$ cat src/rtl/data_mem_responder.sv
// Multi-cycle data-memory responder for the CPU MEM stage: accepts one load/store,
// waits LATENCY cycles, commits byte-enabled writes and returns a registered response.
module data_mem_responder #(
  parameter int unsigned DATA_WIDTH  = 32,
  parameter int unsigned ENTRY_COUNT = 32,
  parameter int unsigned LATENCY     = 2
) (
  input  logic                    clk,
  input  logic                    rst,
  input  logic                    req_valid,
  output logic                    req_ready,
  input  logic                    req_we,
  input  logic [31:0]             req_addr,
  input  logic [DATA_WIDTH-1:0]   req_wdata,
  input  logic [DATA_WIDTH/8-1:0] req_be,
  output logic                    rsp_valid,
  output logic [DATA_WIDTH-1:0]   rsp_rdata,
  output logic                    rsp_err,
  output logic                    stall
);

  localparam int unsigned NumLanes = DATA_WIDTH / 8;
  localparam int unsigned IdxW     = (ENTRY_COUNT > 1) ? $clog2(ENTRY_COUNT) : 1;
  localparam int unsigned CntW     = (LATENCY > 1) ? $clog2(LATENCY) : 1;

  typedef enum logic [1:0] {StIdle, StBusy, StResp} state_e;

  state_e                state_q, state_d;
  logic [CntW-1:0]       cnt_q, cnt_d;
  logic                  we_q;
  logic [31:0]           addr_q;
  logic [DATA_WIDTH-1:0] wdata_q;
  logic [NumLanes-1:0]   be_q;
  logic [DATA_WIDTH-1:0] mem_q [ENTRY_COUNT];
  logic                  rsp_valid_q;
  logic [DATA_WIDTH-1:0] rsp_rdata_q;
  logic                  rsp_err_q;

  logic                  accept;
  logic                  commit;
  logic [29:0]           word_idx;
  logic [IdxW-1:0]       mem_idx;
  logic                  addr_err;

  // Full decode of the upper address bits: no aliasing onto low indices.
  assign word_idx = addr_q[31:2];
  assign mem_idx  = word_idx[IdxW-1:0];
  assign addr_err = (addr_q[1:0] != 2'b00) || (word_idx >= 30'(ENTRY_COUNT));

  always_comb begin
    state_d = state_q;
    cnt_d   = cnt_q;
    accept  = 1'b0;
    commit  = 1'b0;
    unique case (state_q)
      StIdle: begin
        if (req_valid) begin
          accept  = 1'b1;
          cnt_d   = CntW'(LATENCY - 1);
          state_d = StBusy;
        end
      end
      StBusy: begin
        if (cnt_q == '0) begin
          commit  = 1'b1;
          state_d = StResp;
        end else begin
          cnt_d = cnt_q - 1'b1;
        end
      end
      StResp:  state_d = StIdle;
      default: state_d = StIdle;
    endcase
  end

  assign req_ready = (state_q == StIdle);
  assign stall     = ((state_q == StIdle) && req_valid) || (state_q == StBusy);
  assign rsp_valid = rsp_valid_q;
  assign rsp_rdata = rsp_rdata_q;
  assign rsp_err   = rsp_err_q;

  always_ff @(posedge clk or negedge rst) begin
    if (!rst) begin
      state_q <= StIdle;
      cnt_q   <= '0;
      we_q    <= 1'b0;
      addr_q  <= '0;
      wdata_q <= '0;
      be_q    <= '0;
    end else begin
      state_q <= state_d;
      cnt_q   <= cnt_d;
      if (accept) begin
        we_q    <= req_we;
        addr_q  <= req_addr;
        wdata_q <= req_wdata;
        be_q    <= req_be;
      end
    end
  end

  always_ff @(posedge clk or negedge rst) begin
    if (!rst) begin
      rsp_valid_q <= 1'b0;
      rsp_rdata_q <= '0;
      rsp_err_q   <= 1'b0;
    end else begin
      rsp_valid_q <= commit;
      if (commit) begin
        rsp_err_q   <= addr_err;
        rsp_rdata_q <= (!we_q && !addr_err) ? mem_q[mem_idx] : '0;
      end
    end
  end

  always_ff @(posedge clk or negedge rst) begin
    if (!rst) begin
      for (int i = 0; i < int'(ENTRY_COUNT); i++) begin
        mem_q[i] <= '0;
      end
    end else if (commit && we_q && !addr_err) begin
      for (int l = 0; l < int'(NumLanes); l++) begin
        if (be_q[l]) begin
          mem_q[mem_idx][8*l +: 8] <= wdata_q[8*l +: 8];
        end
      end
    end
  end

endmodule

$ cat config.mk
export PLATFORM = sky130hd
export DESIGN_NAME = data_mem_responder
export DESIGN_NICKNAME = d
export VERILOG_FILES = /design/src/rtl/data_mem_responder.sv
export SDC_FILE = /design/constraint.sdc
export NUM_CORES = 2
export LEC_CHECK = 0
export ABC_AREA = 1
export CAP_MARGIN = 30
export CORE_MARGIN = 2
export CORE_UTILIZATION = 45
export DETAILED_ROUTE_END_ITERATION = 7
export PLACE_DENSITY = 0.63
export SYNTH_ARGS = -nofsm -noshare
export SYNTH_HDL_FRONTEND = slang
export SYNTH_SLANG_ARGS = --single-unit
$ cat constraint.sdc
create_clock -name clk -period 2.7 [get_ports clk]
set_clock_uncertainty 0.05 [all_clocks]
set_input_delay 0.27 -clock clk [delete_from_list [all_inputs] [get_ports clk]]
set_output_delay 0.27 -clock clk [all_outputs]
set_load 0.03 [all_outputs]
==> summary.txt <==
WHS: 32.9 ps
Mapped Area: 0.0614 sq mm
initial core utilization: 45.3%
Vias per Instance: 5.27
largest net degree at the start of global routing: 139
Die Y: 373 um
run status: finished, final reports clean
MaxCap Viol Count: 0
Reg2Reg Launch Point: addr_q[6]
TritonCTS clock tree: built
Yosys cell types: 32
Worst Path Arrival: 3230 ps
Post-synth EDFFs: 0
fin nets: 9047
crit path max-delay cell type: nor2_4
Largest delay share family, worst path: simple AND/OR/NAND/NOR gates
Switching Share: 44.4%
synthesized instance count: 8985
Slew HR: 37.8%
Synth Area per Inst: 6.83 sq um
Synth area leaders: dfrtp_1, nand2_1, nand3_1
FF+latch count, synth: 1130
fraction of registers with async set/reset: 100%
yosys warns: 0
Residual DRC: 0
crit path kind: register to register
cell taking the most area after synthesis: dfrtp_1
CTS clk-pin slew, worst paths: 50 ps
post-layout min period: 2620 ps
placed cells: 10600
clk root buf: clkbuf_16
Clk pwr share: 29.0%
GRT overflow: 0
sequential share of power: 28.6%
Min-Delay Path Class: input pin to register
Worst Tran Pin Value: 932 ps
first-pass GRT wire length: 323000 um
crit path capture type: register
post-route insts no fill: 10900
global placement routability congestion: 0.885
vias in the first global route: 54500
final hold violation count: 0
core area: 0.135 sq mm
Num CTS Buffers: 133
WP data required: 3310 ps
Crit path top cell by count: nand2_1
cell internal pwr: 35.5 mW
drt wl/cell: 19.0 um
critical path peak fanout: 18
Post-synth top cells: nand2_1, dfrtp_1, nand3_1, inv_1, clkbuf_1
Site Rows: 135
dpl hpwl: 129000 um
chip width: 373 um
layout cells sized above 1: 8.21%
initial antenna violation count: 1
crit start category: register
area growth from synthesis to layout: 14.7%
port bufs: 107
Clock Latency Late Sink: 790 ps
P_sw: 28.4 mW
final critical-path share of the clock period: 97.1%
Final Max Tran Viols: 0
Global Route Usage Sum: 29.5%
crit path cell chain: nor2_2 > nand2_2 > nor2_4 > buf_4 > nand4_4 > nand2_1 > nand2_1
drt total wl: 206000 um
leak pwr: 38.3 nW
CP peak stage delay: 530 ps
Power Dens Cells: 907 mW/mm^2
final setup TNS: 0 ps
Comb pwr share: 42.4%
Final Setup Violations: 0
die area: 0.139 sq mm
top-area cell type share of the netlist area: 46.0%
Syn Nets: 9057
Max Buffers Root-to-Sink: 3
HP Start: req_wdata[27]
FF-to-FF setup slack: 80 ps
htree depth: 4
# IOs: 108
post-synthesis sequential area ratio: 46.0%
initial DRC count: 5985
total power: 63.9 mW
top_reg_cell synth: dfrtp_1
CP Launch Point: addr_q[6]
# diodes: 0
Detail Route Antenna Nets: 0
clock sinks: 1130
Pre-antenna DRT Iters: 5
IR Drop Worst-Case VDD: 0.00117 V
Bufs and invs on worst path: 1
via count: 57200
RSZ-0062 raised after global routing: true
fmax: 0.381 GHz
most common cell in the netlist: nand2_1
final cells by class:
class	instances	area [sq um]
repair buffers	425	4600
multi-input cells	6345	27300
well taps	1781	2230
flip-flops and latches	1130	28300
inverters	940	3560
clock buffers	201	4030
fillers	13400	65000
clock inverters	36	435
power by group through the flow:
stage | clock network, mW | registers [mW] | logic (mW)
2_1_floorplan | 0 | 18.0 | 16.3
3_3_place_gp | 0 | 18.5 | 26.4
3_5_place_dp | 0 | 18.6 | 26.4
4_1_cts | 18.8 | 18.3 | 26.6
5_1_grt | 19.5 | 18.3 | 29.2
6_report | 18.5 | 18.3 | 27.1
routing by layer:
metal  global-route usage [%]  wire [um]
met5                        0         23
met4                     11.9       8450
met3                     5.10      15900
met2                     46.3      93200
met1                     40.4      88400
through the flow:
| stage | setup WS [ps] | utilization (%) | area (sq um) |
|---|---|---|---|
| after floorplan | 508 | - | 61400 |
| after global placement | 10.2 | 48.5 | 65700 |
| after detailed placement | -28.8 | 48.5 | 65700 |
| after CTS | 28.7 | 51.9 | 70300 |
| after global routing | -5.84 | 52.0 | 70400 |
| final | 78.1 | 52.0 | 70400 |
cell families (layout without fill, tap and decap cells):
kind of cell,count (synthesis),in the layout,synth area share (%)
AND/OR/NAND/NOR,6182,6182,42.5
buffers and inverters,1510,1602,9.63
flip-flops,1130,1130,46.0
AO/OA/AOI/OAI,113,113,0.937
multiplexers,50,50,0.917
path summary, 6_finish.rpt:
path,cells past startpoint,end
max,7,mem_q[845]
min,3,wdata_q[27]
max reg2reg,7,mem_q[845]
min reg2reg,2,mem_q[697]
max in group asynchronous,4,mem_q[61]
min in group asynchronous,3,mem_q[653]
layout by cell type, fill, tap and decap left out, types with 54 or more instances in the layout:
master / Yosys / layout
nand2_1: 4447 / 4446
nand4_1: 56 / 56
inv_1: 904 / 904
nor3_1: 224 / 224
dfrtp_1: 1130 / 1125
clkdlybuf4s50_1: 0 / 105
buf_4: 12 / 223
o21ai_0: 89 / 89
clkbuf_16: 0 / 140
nor2_1: 238 / 232
nor2_4: 49 / 54
nand3_1: 1056 / 1055
buf_12: 0 / 90
flip-flops by register name, indices dropped and copies added (netlist names):
name	cells
be_q	4
we_q	1
rsp_valid	1
rsp_err	1
mem_q	1024
rsp_rdata	32
state_q	2
wdata_q	32
cnt_q	1
addr_q	32
tightest hold or removal path, delay by kind of cell:
kind,cells,cell delay [ps]
buffers and inverters,1,400
and+or+nand+nor,1,100
AOI/OAI and AO/OA,1,40
repair_timing:
action                                  in CTS  in global routing
endpoints found under the hold margin      306                  0
buffers inserted                             3                 12
endpoints found under the setup margin       8                 66
gates resized for setup                      0                  2
pin swaps                                    1                  5
hold buffers                                 6                  0
(Power assumes the default switching activity.)
